[config.mk]
export PLATFORM = sky130hd
export DESIGN_NAME = nn_fetch_sequencer_flat
export DESIGN_NICKNAME = d
export VERILOG_FILES = /design/src/rtl/nn_fetch_sequencer_if.sv /design/src/rtl/nn_fetch_sequencer.sv /design/src/flat_wrapper.sv
export SDC_FILE = /design/constraint.sdc
export NUM_CORES = 1
export LEC_CHECK = 0
export ABC_CLOCK_PERIOD_IN_PS = 2930
export BUFFER_PORTS_ARGS = -buffer_cell sky130_fd_sc_hd__buf_2
export CAP_MARGIN = 40
export CORE_AREA = 2 2 91 76
export CTS_BUF_LIST = sky130_fd_sc_hd__clkbuf_4 sky130_fd_sc_hd__clkbuf_8
export DETAILED_ROUTE_END_ITERATION = 10
export DIE_AREA = 0 0 93 78
export GPL_ROUTABILITY_DRIVEN = 0
export PLACE_DENSITY = 0.6
export SYNTH_ARGS = -nofsm -noshare
export SYNTH_HDL_FRONTEND = slang
export SYNTH_SLANG_ARGS = --single-unit
[constraint.sdc]
create_clock -name clk -period 2.93 [get_ports clk]
set_input_delay 0.1465 -clock clk [delete_from_list [all_inputs] [get_ports clk]]
set_output_delay 0.1465 -clock clk [all_outputs]
set_load 0.01 [all_outputs]
[src/rtl/nn_fetch_sequencer_if.sv]
// Handshake bundle between the inference sequencer,
// the SDRAM loader and the compute engine.
interface nn_fetch_sequencer_if #(
  parameter int NUMLAYERS = 2
);
  logic                 start;
  logic                 abort;
  logic                 ld_get_image;
  logic                 ld_get_coeffs;
  logic [NUMLAYERS-1:0] ld_layer;
  logic                 ld_busy;
  logic                 cmp_start;
  logic [NUMLAYERS-1:0] cmp_layer;
  logic                 cmp_done;
  logic                 busy;
  logic                 done;
  logic                 error;
  logic [1:0]           err_code;

  modport master (
    input  start, abort, ld_busy, cmp_done,
    output ld_get_image, ld_get_coeffs, ld_layer,
    output cmp_start, cmp_layer,
    output busy, done, error, err_code
  );

  modport slave (
    output start, abort, ld_busy, cmp_done,
    input  ld_get_image, ld_get_coeffs, ld_layer,
    input  cmp_start, cmp_layer,
    input  busy, done, error, err_code
  );
endinterface

[src/rtl/nn_fetch_sequencer.sv]
// Inference sequencer: one image fetch, then per layer a
// coefficient fetch and a compute pass, every wait timed out.
module nn_fetch_sequencer #(
  parameter int NUMLAYERS   = 2,
  parameter int LAYER_COUNT = 3,
  parameter int TBITS       = 16,
  parameter int ACK_TIMEOUT = 16,
  parameter int OP_TIMEOUT  = 65535
) (
  input logic                  clk,
  input logic                  reset_n,
  nn_fetch_sequencer_if.master bus
);

  typedef enum logic [3:0] {
    S_IDLE,
    S_REQ_IMG,
    S_REQ_COEF,
    S_WAIT_ACK,
    S_WAIT_LOAD,
    S_CMP_START,
    S_WAIT_CMP,
    S_FINISH,
    S_ERROR
  } state_t;

  localparam logic [NUMLAYERS-1:0] LAST_L =
    NUMLAYERS'(LAYER_COUNT - 1);
  localparam logic [NUMLAYERS-1:0] ONE_L = 1;
  localparam logic [TBITS-1:0] ONE_T = 1;
  localparam logic [TBITS:0] ONE_W = 1;
  localparam logic [TBITS:0] ACK_LIM =
    (TBITS+1)'(ACK_TIMEOUT);
  localparam logic [TBITS:0] OP_LIM =
    (TBITS+1)'(OP_TIMEOUT);

  state_t               state_q, state_d;
  logic                 img_q, img_d;
  logic [NUMLAYERS-1:0] layer_q, layer_d;
  logic [TBITS-1:0]     cnt_q, cnt_d;
  logic [TBITS:0]       waited;
  logic [1:0]           code_d;

  logic                 get_img_d, get_coef_d;
  logic                 cmp_d, busy_d, done_d, err_d;
  logic [NUMLAYERS-1:0] lay_d;

  // cycles spent in the current state, this one included
  assign waited = {1'b0, cnt_q} + ONE_W;

  // state, phase, layer and timeout bookkeeping
  always_ff @(posedge clk or negedge reset_n) begin
    if (!reset_n) begin
      state_q           <= S_IDLE;
      img_q             <= 1'b0;
      layer_q           <= '0;
      cnt_q             <= '0;
      bus.ld_get_image  <= 1'b0;
      bus.ld_get_coeffs <= 1'b0;
      bus.ld_layer      <= '0;
      bus.cmp_start     <= 1'b0;
      bus.cmp_layer     <= '0;
      bus.busy          <= 1'b0;
      bus.done          <= 1'b0;
      bus.error         <= 1'b0;
      bus.err_code      <= '0;
    end else begin
      state_q           <= state_d;
      img_q             <= img_d;
      layer_q           <= layer_d;
      cnt_q             <= cnt_d;
      bus.ld_get_image  <= get_img_d;
      bus.ld_get_coeffs <= get_coef_d;
      bus.ld_layer      <= lay_d;
      bus.cmp_start     <= cmp_d;
      bus.cmp_layer     <= lay_d;
      bus.busy          <= busy_d;
      bus.done          <= done_d;
      bus.error         <= err_d;
      bus.err_code      <= code_d;
    end
  end

  // next state; abort outranks every other input
  always_comb begin
    state_d = state_q;
    img_d   = img_q;
    layer_d = layer_q;
    code_d  = bus.err_code;
    if (bus.abort) begin
      state_d = S_IDLE;
      code_d  = 2'd0;
    end else begin
      unique case (state_q)
        S_IDLE: begin
          if (bus.start) begin
            state_d = S_REQ_IMG;
            layer_d = '0;
          end
        end
        S_REQ_IMG: begin
          state_d = S_WAIT_ACK;
          img_d   = 1'b1;
        end
        S_REQ_COEF: begin
          state_d = S_WAIT_ACK;
          img_d   = 1'b0;
        end
        S_WAIT_ACK: begin
          if (bus.ld_busy) begin
            state_d = S_WAIT_LOAD;
          end else if (waited == ACK_LIM) begin
            state_d = S_ERROR;
            code_d  = 2'd1;
          end
        end
        S_WAIT_LOAD: begin
          if (!bus.ld_busy) begin
            state_d = img_q ? S_REQ_COEF : S_CMP_START;
          end else if (waited == OP_LIM) begin
            state_d = S_ERROR;
            code_d  = 2'd2;
          end
        end
        S_CMP_START: state_d = S_WAIT_CMP;
        S_WAIT_CMP: begin
          if (bus.cmp_done) begin
            if (layer_q == LAST_L) begin
              state_d = S_FINISH;
            end else begin
              state_d = S_REQ_COEF;
              layer_d = layer_q + ONE_L;
            end
          end else if (waited == OP_LIM) begin
            state_d = S_ERROR;
            code_d  = 2'd3;
          end
        end
        S_FINISH: state_d = S_IDLE;
        S_ERROR:  state_d = S_ERROR;
        default:  state_d = S_IDLE;
      endcase
    end
  end

  // Moore outputs decoded from the state being entered
  always_comb begin
    get_img_d  = (state_d == S_REQ_IMG);
    get_coef_d = (state_d == S_REQ_COEF);
    cmp_d      = (state_d == S_CMP_START);
    done_d     = (state_d == S_FINISH);
    err_d      = (state_d == S_ERROR);
    busy_d     = !(state_d inside {S_IDLE, S_ERROR});
    lay_d      = (state_d == S_REQ_COEF) ? layer_d
                                         : bus.ld_layer;
    if (state_d != state_q) begin
      cnt_d = '0;
    end else if (&cnt_q) begin
      cnt_d = cnt_q;
    end else begin
      cnt_d = cnt_q + ONE_T;
    end
  end

endmodule

[src/flat_wrapper.sv]
// flat-port wrapper written by rule: the top's interface ports become plain ports
module nn_fetch_sequencer_flat 
#(
  parameter int NUMLAYERS   = 2,
  parameter int LAYER_COUNT = 3,
  parameter int TBITS       = 16,
  parameter int ACK_TIMEOUT = 16,
  parameter int OP_TIMEOUT  = 65535
)
  (clk, reset_n, bus_start, bus_abort, bus_ld_busy, bus_cmp_done, bus_ld_get_image, bus_ld_get_coeffs, bus_ld_layer, bus_cmp_start, bus_cmp_layer, bus_busy, bus_done, bus_error, bus_err_code);
  nn_fetch_sequencer_if #(.NUMLAYERS(NUMLAYERS)) bus_i ();
  input logic clk;
  input logic reset_n;
  input wire logic [$bits(bus_i.start)-1:0] bus_start;
  input wire logic [$bits(bus_i.abort)-1:0] bus_abort;
  input wire logic [$bits(bus_i.ld_busy)-1:0] bus_ld_busy;
  input wire logic [$bits(bus_i.cmp_done)-1:0] bus_cmp_done;
  output wire logic [$bits(bus_i.ld_get_image)-1:0] bus_ld_get_image;
  output wire logic [$bits(bus_i.ld_get_coeffs)-1:0] bus_ld_get_coeffs;
  output wire logic [$bits(bus_i.ld_layer)-1:0] bus_ld_layer;
  output wire logic [$bits(bus_i.cmp_start)-1:0] bus_cmp_start;
  output wire logic [$bits(bus_i.cmp_layer)-1:0] bus_cmp_layer;
  output wire logic [$bits(bus_i.busy)-1:0] bus_busy;
  output wire logic [$bits(bus_i.done)-1:0] bus_done;
  output wire logic [$bits(bus_i.error)-1:0] bus_error;
  output wire logic [$bits(bus_i.err_code)-1:0] bus_err_code;
  assign bus_i.start = bus_start;
  assign bus_i.abort = bus_abort;
  assign bus_i.ld_busy = bus_ld_busy;
  assign bus_i.cmp_done = bus_cmp_done;
  assign bus_ld_get_image = bus_i.ld_get_image;
  assign bus_ld_get_coeffs = bus_i.ld_get_coeffs;
  assign bus_ld_layer = bus_i.ld_layer;
  assign bus_cmp_start = bus_i.cmp_start;
  assign bus_cmp_layer = bus_i.cmp_layer;
  assign bus_busy = bus_i.busy;
  assign bus_done = bus_i.done;
  assign bus_error = bus_i.error;
  assign bus_err_code = bus_i.err_code;
  nn_fetch_sequencer #(.NUMLAYERS(NUMLAYERS), .LAYER_COUNT(LAYER_COUNT), .TBITS(TBITS), .ACK_TIMEOUT(ACK_TIMEOUT), .OP_TIMEOUT(OP_TIMEOUT)) u_core (.clk(clk), .reset_n(reset_n), .bus(bus_i));
endmodule
* After elaboration in Yosys (flattened, before gate mapping)
Cells that the tools add are included.
Storage, ports and cells: register bits after elaboration 33, word-level logic and storage cells 75
Operators by class: $add $sub $neg 3, eq/ne operators 23, mux-type cells 26, bitwise gates (word level) 1, reduce and logical (&&, ||, !) cells 10
Operators by type and width (number):
- two-way mux 16 bit | 2
- two-way mux 4 bit | 7
- one-hot mux 4 bit (7 select lines) | 1
- two-way mux 2 bit | 11
- equality test 4 x 3 -> 1 bit, second input constant | 5
- adder 16 x 1 -> 17 bit, second input constant | 1
- equality test 17 x 16 -> 1 bit, second input constant | 1
- equality test 17 x 5 -> 1 bit, second input constant | 1
- adder 16 x 1 -> 16 bit, second input constant | 1
- AND reduction 16 bit | 1
- equality test 4 x 2 -> 1 bit, second input constant | 3
- != test 3 x 2 -> 1 bit, second input constant | 3
- != test 3 bit, second input constant | 3
- equality test 4 x 1 -> 1 bit, second input constant | 2
- equality test 4 bit, second input constant | 2
- logical NOT 4 bit | 2
- AND reduction 7 bit | 1
- two-way mux 3 bit | 2
- one-hot mux 2 bit (3 select lines) | 1
- != test 4 bit | 1
- one-hot mux 2 bit (2 select lines) | 1
- nonzero test 2 bit | 2
- nonzero test 4 bit | 1
- adder 2 x 1 -> 2 bit, second input constant | 1
- 7 further kinds | 7

* Longest topological paths before layout
Gate-level depths: netlist (run 1).
depth after elaboration 9, mapped depth 11, depth with buffers taken out 10

* Worst setup path before layout (run 1)
No wires, ideal clock.
kind flip-flop to flip-flop, start register u_core.cnt_q[0], end register u_core.cnt_q[12], setup time 0.135 ns, arrival 2.872 ns, setup slack -0.077 ns, stages on the path, launching flop included 11, cell sequence dfrtp_1 > ha_1 > nand3_1 > or4_1 > xor2_1 > nand3_1 > nor4_4 > nor3_2 > o211ai_4 > buf_8 > a211oi_2
On the way: word-level cells in the longest chain between the ends 8
Ends and longest elaborated chain:
- from (decl) | line nn_fetch_sequencer.sv:40 | logic [TBITS-1:0] cnt_q, cnt_d;
- from (signal assigned) | line nn_fetch_sequencer.sv:71 | cnt_q <= cnt_d;
- adder 16 x 1 -> 17 bit | line nn_fetch_sequencer.sv:49 | assign waited = {1'b0, cnt_q} + ONE_W;
- equality test 17 x 16 -> 1 bit or equality test 17 x 5 -> 1 bit (tied branches) | line nn_fetch_sequencer.sv:120, nn_fetch_sequencer.sv:134, nn_fetch_sequencer.sv:112
- two-way mux 4 bit, on equally long branches | line nn_fetch_sequencer.sv:120, nn_fetch_sequencer.sv:134, nn_fetch_sequencer.sv:112
- two-way mux 4 bit, on equally long branches | line nn_fetch_sequencer.sv:127, nn_fetch_sequencer.sv:110, nn_fetch_sequencer.sv:118
- one-hot mux 4 bit (7 select lines) | line nn_fetch_sequencer.sv:94 | unique case (state_q)
- two-way mux 4 bit | line nn_fetch_sequencer.sv:90 | if (bus.abort) begin
- != test 4 bit | line nn_fetch_sequencer.sv:156 | if (state_d != state_q) begin
- != test 2 x 1 -> 1 bit (no line) or two-way mux 16 bit (tied branches)
Several ways; a longest one is shown, not always the timed one. The select of a mux whose other input is x is not followed. A chain may end at the register's enable or synchronous reset.

* Worst setup path in the final report (run 1)
start register u_core.cnt_q[3], end register u_core.bus.ld_layer[1]
On the way: word-level cells in the longest chain between the ends 7
Ends and longest elaborated chain:
- adder 16 x 1 -> 17 bit * | line nn_fetch_sequencer.sv:49
- equality test 17 x 16 -> 1 bit or equality test 17 x 5 -> 1 bit (tied branches) | line nn_fetch_sequencer.sv:120, nn_fetch_sequencer.sv:134, nn_fetch_sequencer.sv:112
- two-way mux 4 bit, on equally long branches | line nn_fetch_sequencer.sv:120, nn_fetch_sequencer.sv:134, nn_fetch_sequencer.sv:112
- two-way mux 4 bit, on equally long branches | line nn_fetch_sequencer.sv:127, nn_fetch_sequencer.sv:110, nn_fetch_sequencer.sv:118
- one-hot mux 4 bit (7 select lines) * | line nn_fetch_sequencer.sv:94
- two-way mux 4 bit * | line nn_fetch_sequencer.sv:90
- equality test 4 x 2 -> 1 bit * | line nn_fetch_sequencer.sv:154 | lay_d = (state_d == S_REQ_COEF) ? layer_d
- to (signal assigned) | line nn_fetch_sequencer.sv:74 | bus.ld_layer <= lay_d;
- to (decl) | line nn_fetch_sequencer_if.sv:22 | output ld_get_image, ld_get_coeffs, ld_layer,
Mark *: on every way between the ends. The rest lies on a longest branch, timed or not.

==> run metrics, run 1 <==
crit-path most repeated cell=buf_4; fmax=348 MHz; Worst-Skew Late Latency=approximately 300 ps; CTS tree=done; total gr overflow=0; register area=830 um2; Synth Flop Type=dfrtp_1; Ports=18; layout cells sized above 1=38.6%; unique cell type count in the Yosys netlist=71; CTS buffer count=5; Mapped Nets=280; Max VDD drop=approximately 0.24 mV; post-synthesis sequential area ratio=between 30 and 40%; WL final=6740 um; Worst path top cell family by delay=compound AO/OA/AOI/OAI gates; non-filler instance count after layout=just over 400; global-route wire length before repair=roughly 11,000 um; drt via density=between 5 and 6; DRT Pass-1 Iters=4; Synth area leaders=dfrtp_1 (34%), nand2_1 (3.2%), nor3_2 (2.8%), nand3_1 (2.6%), o21ai_0 (2.6%); Die H=~78 um; Hold WC Path Type=input pin to flop; crit end category=flop; Worst EP required=3120 ps; Cell Chain, Critical Path=buf_4, and4_4, nand3b_1, a21boi_0, o211ai_1, buf_4, o41ai_4, o21a_1, nand4bb_4, mux2_4; Die X=93 um; clock net sink count=33; setup tns final=0 ps; slew margin rel.=approximately 51%; Max-cap violations=0; final setup fails=0; Core Util, Final=51.8%; CORE AREA=6250 um2; Area Growth Syn to Fin=31.4%; DRC viols=0; CP startpoint kind=flop; Post-synth ARST share=100%; Bufs and invs on worst path=2; placed cell area=2900 um2; clk_skew=12.3 ps; status=finished, final reports clean; minimum clock period after layout=around 2900 ps; fillers=599; HPWL Detailed=4680 um; Pwr Total=1.45 mW; Synth warnings=0; most common library cells after synthesis=dfrtp_1 (33), nand2_1 (21), inv_1 (15), nor2_1 (15); synthesized area=2460 um2; register bit total from synthesis=33; pin count of the biggest net entering global routing=34; Worst-path clk slew=90 ps; final worst slack=52.6 ps; number of global-route vias before repair=2,139; Finished Cell Area=3240 um2; Max stage delay on crit path=420 ps; top-count cell post-synth=dfrtp_1; Multi-input gate area=approximately 1600 um2; Total GRT Usage=19.1%; number of synthesized flops with an enable pin=0; # placed instances=392; ANT nets after route=0; Clock Path Buffers=2; Max Slew Vio Count=0; leakage power=between 1 and 1.5 nW; Rows=26; Setup CP Type=flop to flop; die area=7250 um2; synthesized instance count=269; Place WS=-93.3 ps; Synth top area share=33.5%; Hold Worst Slack=roughly 90 ps; Mapped Avg Cell Area=a little over 9 um2; DR iter-0 viols=234; # nets final=334; post-DR wirelength/cell=16.5 um; Worst-Margin Slew=738 ps; fin crit share=between 90% and 100%; cell area power density=roughly 450 nW/um2; worst-path maximum fanout=9; Arr. time, crit path=3070 ps; CTS H-tree lvls=2; Initial Util=39.5%; total number of vias=between 2,000 and 2,500; cell type with the largest total area after synthesis=dfrtp_1; Root Buffer Master=clkbuf_8; crit path max-delay cell type=dfrtp_1; Port Buffer Count=17; unrepaired setup endpoints after global routing=yes; antenna violations before repair=0; endpoints failing hold=0; ANT cells=0
area by class of cell:
type	instances	area share, %
Clock buffer	6	2.55
Clock inverter	2	1.16
Inverter	15	1.74
Multi-Input combinational cell	200	50.4
Sequential cell	33	25.6
Tap cell	84	3.25
Timing Repair Buffer	68	15.3
layout by cell type (no fill, tap or decap), types with 3 or more instances in the layout:
cell / count
buf_4: 48
dfrtp_1: 30
nand2_1: 20
buf_2: 17
inv_1: 15
nor2_1: 15
o21ai_0: 13
a21oi_1: 11
nand3_1: 10
nor3_2: 7
xnor2_1: 6
a31oi_1: 6
clkbuf_8: 6
nor3_1: 5
nor4_1: 5
or2_2: 4
nor4_4: 4
xor2_1: 4
or3_1: 4
nor2b_1: 4
a211oi_1: 4
ha_1: 4
nand3b_1: 3
nand3_2: 3
dfrtp_2: 3
cells by family after synthesis:
logic type | after synthesis | synth area share (%)
mux | 4 | 2.03
compound gates | 65 | 19.9
flops | 33 | 33.5
xor+xnor | 11 | 3.91
simple gates | 115 | 31.4
buf+inv | 36 | 6.70
fa+ha+maj | 5 | 2.54
report_power, final:
part | total (mW) | switching (mW) | internal, mW
Clock | 0.474 | 0.197 | 0.277
Combinational | 0.443 | 0.230 | 0.214
Sequential | 0.528 | 0.0417 | 0.487
Total | 1.45 | 0.469 | 0.977
path summary, 6_finish.rpt:
| path | from | end | slack, ps | cells after the start |
|---|---|---|---|---|
| min in group asynchronous | reset_n | u_core.cnt_q[11] | 440 | 2 |
| setup reg to reg | u_core.cnt_q[3] | u_core.bus.ld_layer[1] | 50 | 10 |
| hold / removal | bus_abort | u_core.bus.err_code[1] | 90 | 2 |
| max in group asynchronous | reset_n | u_core.cnt_q[1] | 1970 | 2 |
| hold reg to reg | u_core.bus.err_code[1] | u_core.bus.err_code[1] | 530 | 2 |
| setup / recovery | u_core.cnt_q[3] | u_core.bus.ld_layer[1] | 50 | 10 |
flip-flops by register name, indices dropped and copies added, names as in the netlist:
name / flops
u_core.cnt_q: 16
u_core.state_q: 4
u_core.bus.err_code: 2
u_core.bus.ld_layer: 2
u_core.layer_q: 2
u_core.bus.busy: 1
u_core.bus.cmp_start: 1
u_core.bus.done: 1
u_core.bus.error: 1
u_core.bus.ld_get_coeffs: 1
u_core.bus.ld_get_image: 1
u_core.img_q: 1
per-layer routing:
| metal | GRT usage, % | wire, um | vias to the layer above | share of wire (%) |
|---|---|---|---|---|
| li1 | - | - | 1104 | - |
| met1 | 30.9 | 3470 | 1127 | 51 |
| met2 | 24.6 | 2800 | 71 | 42 |
| met3 | 3.69 | 372 | 10 | 5.5 |
| met4 | 6.03 | 94 | 0 | 1.4 |
| met5 | 0 | 0 | - | 0 |
timing repair:
item / in CTS / in global routing
hold endpoints to repair: 33 / 0
pin swaps: 3 / 8
setup buffers: 0 / 7
setup endpoints to repair: 8 / 21
hold buffers: 1 / 0
gates cloned: 0 / 0
gates resized for setup: 7 / 22
(Power assumes the default switching activity.)
==> inputs of run 2 (changes only) <==
Settings changed: CORE_AREA 2 2 91 76 to 2 2 97 81, DIE_AREA 0 0 93 78 to 0 0 99 83, PLACE_DENSITY 0.6 to 0.54.
==> run 2 against run 1 <==
  * Core utilization decreased by 7.1 points
  * Die area increased by 13%
  * Non-clock buffer count decreased by 5
  * Critical path depth increased by 2
  * Hold slack improved by 12 ps
  * Register-to-register slack improved by 80 ps
  * Clock-buffer cell count unchanged
  * Setup slack improved by 75 ps
  * Clock power decreased by 1%
  * Flip-flop and latch count unchanged
  * Highest routed layer unchanged
==> run metrics, run 2 (synthesis results as in run 1) <==
flop2flop setup slack=130 ps; Worst EP required=approximately 3100 ps; global-route wire length before repair=10,500 um; Clock Path Buffers=2; Worst-Skew Late Latency=290 ps; Max stage delay on crit path=between 400 and 500 ps; post-DR wirelength/cell=approximately 16 um; HP Start=bus_abort; Setup CP Type=flop to flop; Max Slew Vio Count=0; crit path max-delay cell type=dfrtp_2; endpoints failing hold=0; WHS Endpoint=u_core.bus.err_code[1]; crit end category=flop; die area=8220 um2; CTS H-tree lvls=2; combinational fraction of design power=around 28%; drt via density=around 5.5; DRT Pass-1 Iters=4; hold depth=2; Reg power frac=38.4%; final setup fails=0; RR Endpoint=u_core.cnt_q[2]; Int Pwr=between 0.9 and 1 mW; leakage power=1.40 nW; CORE AREA=7180 um2; switching power total=0.451 mW; commonest non-fill, non-tap cell in the layout=buf_4; Max VDD drop=0.209 mV; Worst path top cell family by delay=simple AND/OR/NAND/NOR gates; fmax=357 MHz; Place WS=-2.73 ps; clk_skew=5.63 ps; worst-path maximum fanout=16; Arr. time, crit path=2970 ps; Worst-path clk slew=80 ps; CTS tree=done; Total GRT Usage=about 16%; crit-path most repeated cell=buf_4; largest registers=u_core.cnt_q: 16 flops, u_core.state_q: 4 flops; Root Buffer Master=clkbuf_8; minimum clock period after layout=~2800 ps; cell area power density=432 nW/um2; number of flip-flops in the largest register=16; clock net sink count=33; ANT nets after route=0; DRC viols=0; met1 Track Usage GR=26.4%; DR iter-0 viols=168; final worst slack=between 100 and 150 ps; Worst-Margin Slew=746 ps; status=finished, final reports clean; sw frac=roughly a third; Die H=83 um; met3 GRT Util=under 10%; Largest Register=u_core.cnt_q; worst-case reg-to-reg path depth=12; ANT cells=0; Bufs and invs on worst path=4; Cell Chain, Critical Path=buf_4, and4_2, buf_4, and4_1, nor2_1, nand3_1, o31ai_4, buf_4, o2111ai_1, o211ai_4, buf_12, a311oi_2; busiest grt layer=met1; Clock power frac=roughly 34%; met2 usage=19.7%; total number of vias=2,231; antenna violations before repair=0; layout cells sized above 1=38.9%; Max-cap violations=0; r2r startpoint=u_core.cnt_q[1]; CTS buffer count=5; CP startpoint kind=flop; Rows=28; Area Growth Syn to Fin=30.3%; Hold WC Path Type=input pin to flop; Initial Util=between 30% and 40%; Ports=18; number of global-route vias before repair=~2,000; Core Util, Final=44.7%; WL final=6580 um; most frequent cells in the layout=buf_4 (42), dfrtp_1 (27), nand2_1 (21); HPWL Detailed=4660 um; fin crit share=between 90 and 100%; Die X=99 um; Port Buffer Count=17; pin count of the biggest net entering global routing=34; total gr overflow=0; # nets final=329; slew margin rel.=approximately 50%
[run 2: cell types whose count changed in the layout (fill, tap and decap cells not counted), sizes merged]
cell  delta
buf      -5
[run 2: layout make-up]
type | instances | area, um2
clock buffers | 6 | 82.6
clock inverters | 2 | 37.5
fillers | 691 | 3970
inverters | 15 | 56.3
multi-input cells | 200 | 1630
flip-flops and latches | 33 | 833
well taps | 90 | 113
repair buffers | 63 | 462
[run 2: timing repair]
item / 4_1_cts / 5_1_grt
cloned: 0 / 0
hold buffers: 1 / 0
endpoints found under the setup margin: 2 / 19
pin swaps: 0 / 6
gates resized for setup: 4 / 29
hold endpoints to repair: 33 / 0
setup buffers: 0 / 8
[run 2: worst max path at each step]
stage                                from                      to  slack (ps)  cells past startpoint
after global placement    u_core.cnt_q[3]         u_core.cnt_q[2]         -10                     11
after detailed placement  u_core.cnt_q[1]         u_core.cnt_q[1]          -3                     10
after floorplan           u_core.cnt_q[1]  u_core.bus.ld_layer[0]          10                      9
final                     u_core.cnt_q[1]         u_core.cnt_q[2]         130                     12
after global routing      u_core.cnt_q[1]         u_core.cnt_q[1]          -3                     10
after CTS                 u_core.cnt_q[1]         u_core.cnt_q[1]           1                     10
[run 2: metrics by stage]
| stage | cells | instance area (um2) | hold slack, ps | power (mW) | setup TNS, ps |
|---|---|---|---|---|---|
| after detailed placement | 392 | 2870 | 263 | 0.892 | -2.73 |
| after CTS | 401 | 3020 | 87.5 | 1.37 | 0 |
| after floorplan | 269 | 2470 | -149 | 0.758 | 0 |
| after global routing | 409 | 3210 | 95.7 | 1.46 | -3.20 |
| after global placement | 392 | 2870 | 262 | 0.888 | -13.6 |
| final | 409 | 3210 | 100 | 1.39 | 0 |
[run 2: metal layers]
metal	share of wire [%]	wire length, um	up-vias
met4	0.82	54	0
li1	-	-	1088
met1	52	3440	1073
met3	5.1	335	5
met5	0	0	-
met2	42	2750	65
[run 2: power groups by stage]
stage               Combinational [mW]  Clock, mW  Sequential [mW]
CTS                              0.367      0.480            0.520
floorplan                        0.229          0            0.529
global route                     0.422      0.504            0.538
global placement                 0.360          0            0.528
detailed placement               0.362          0            0.529
finish                           0.387      0.469            0.533
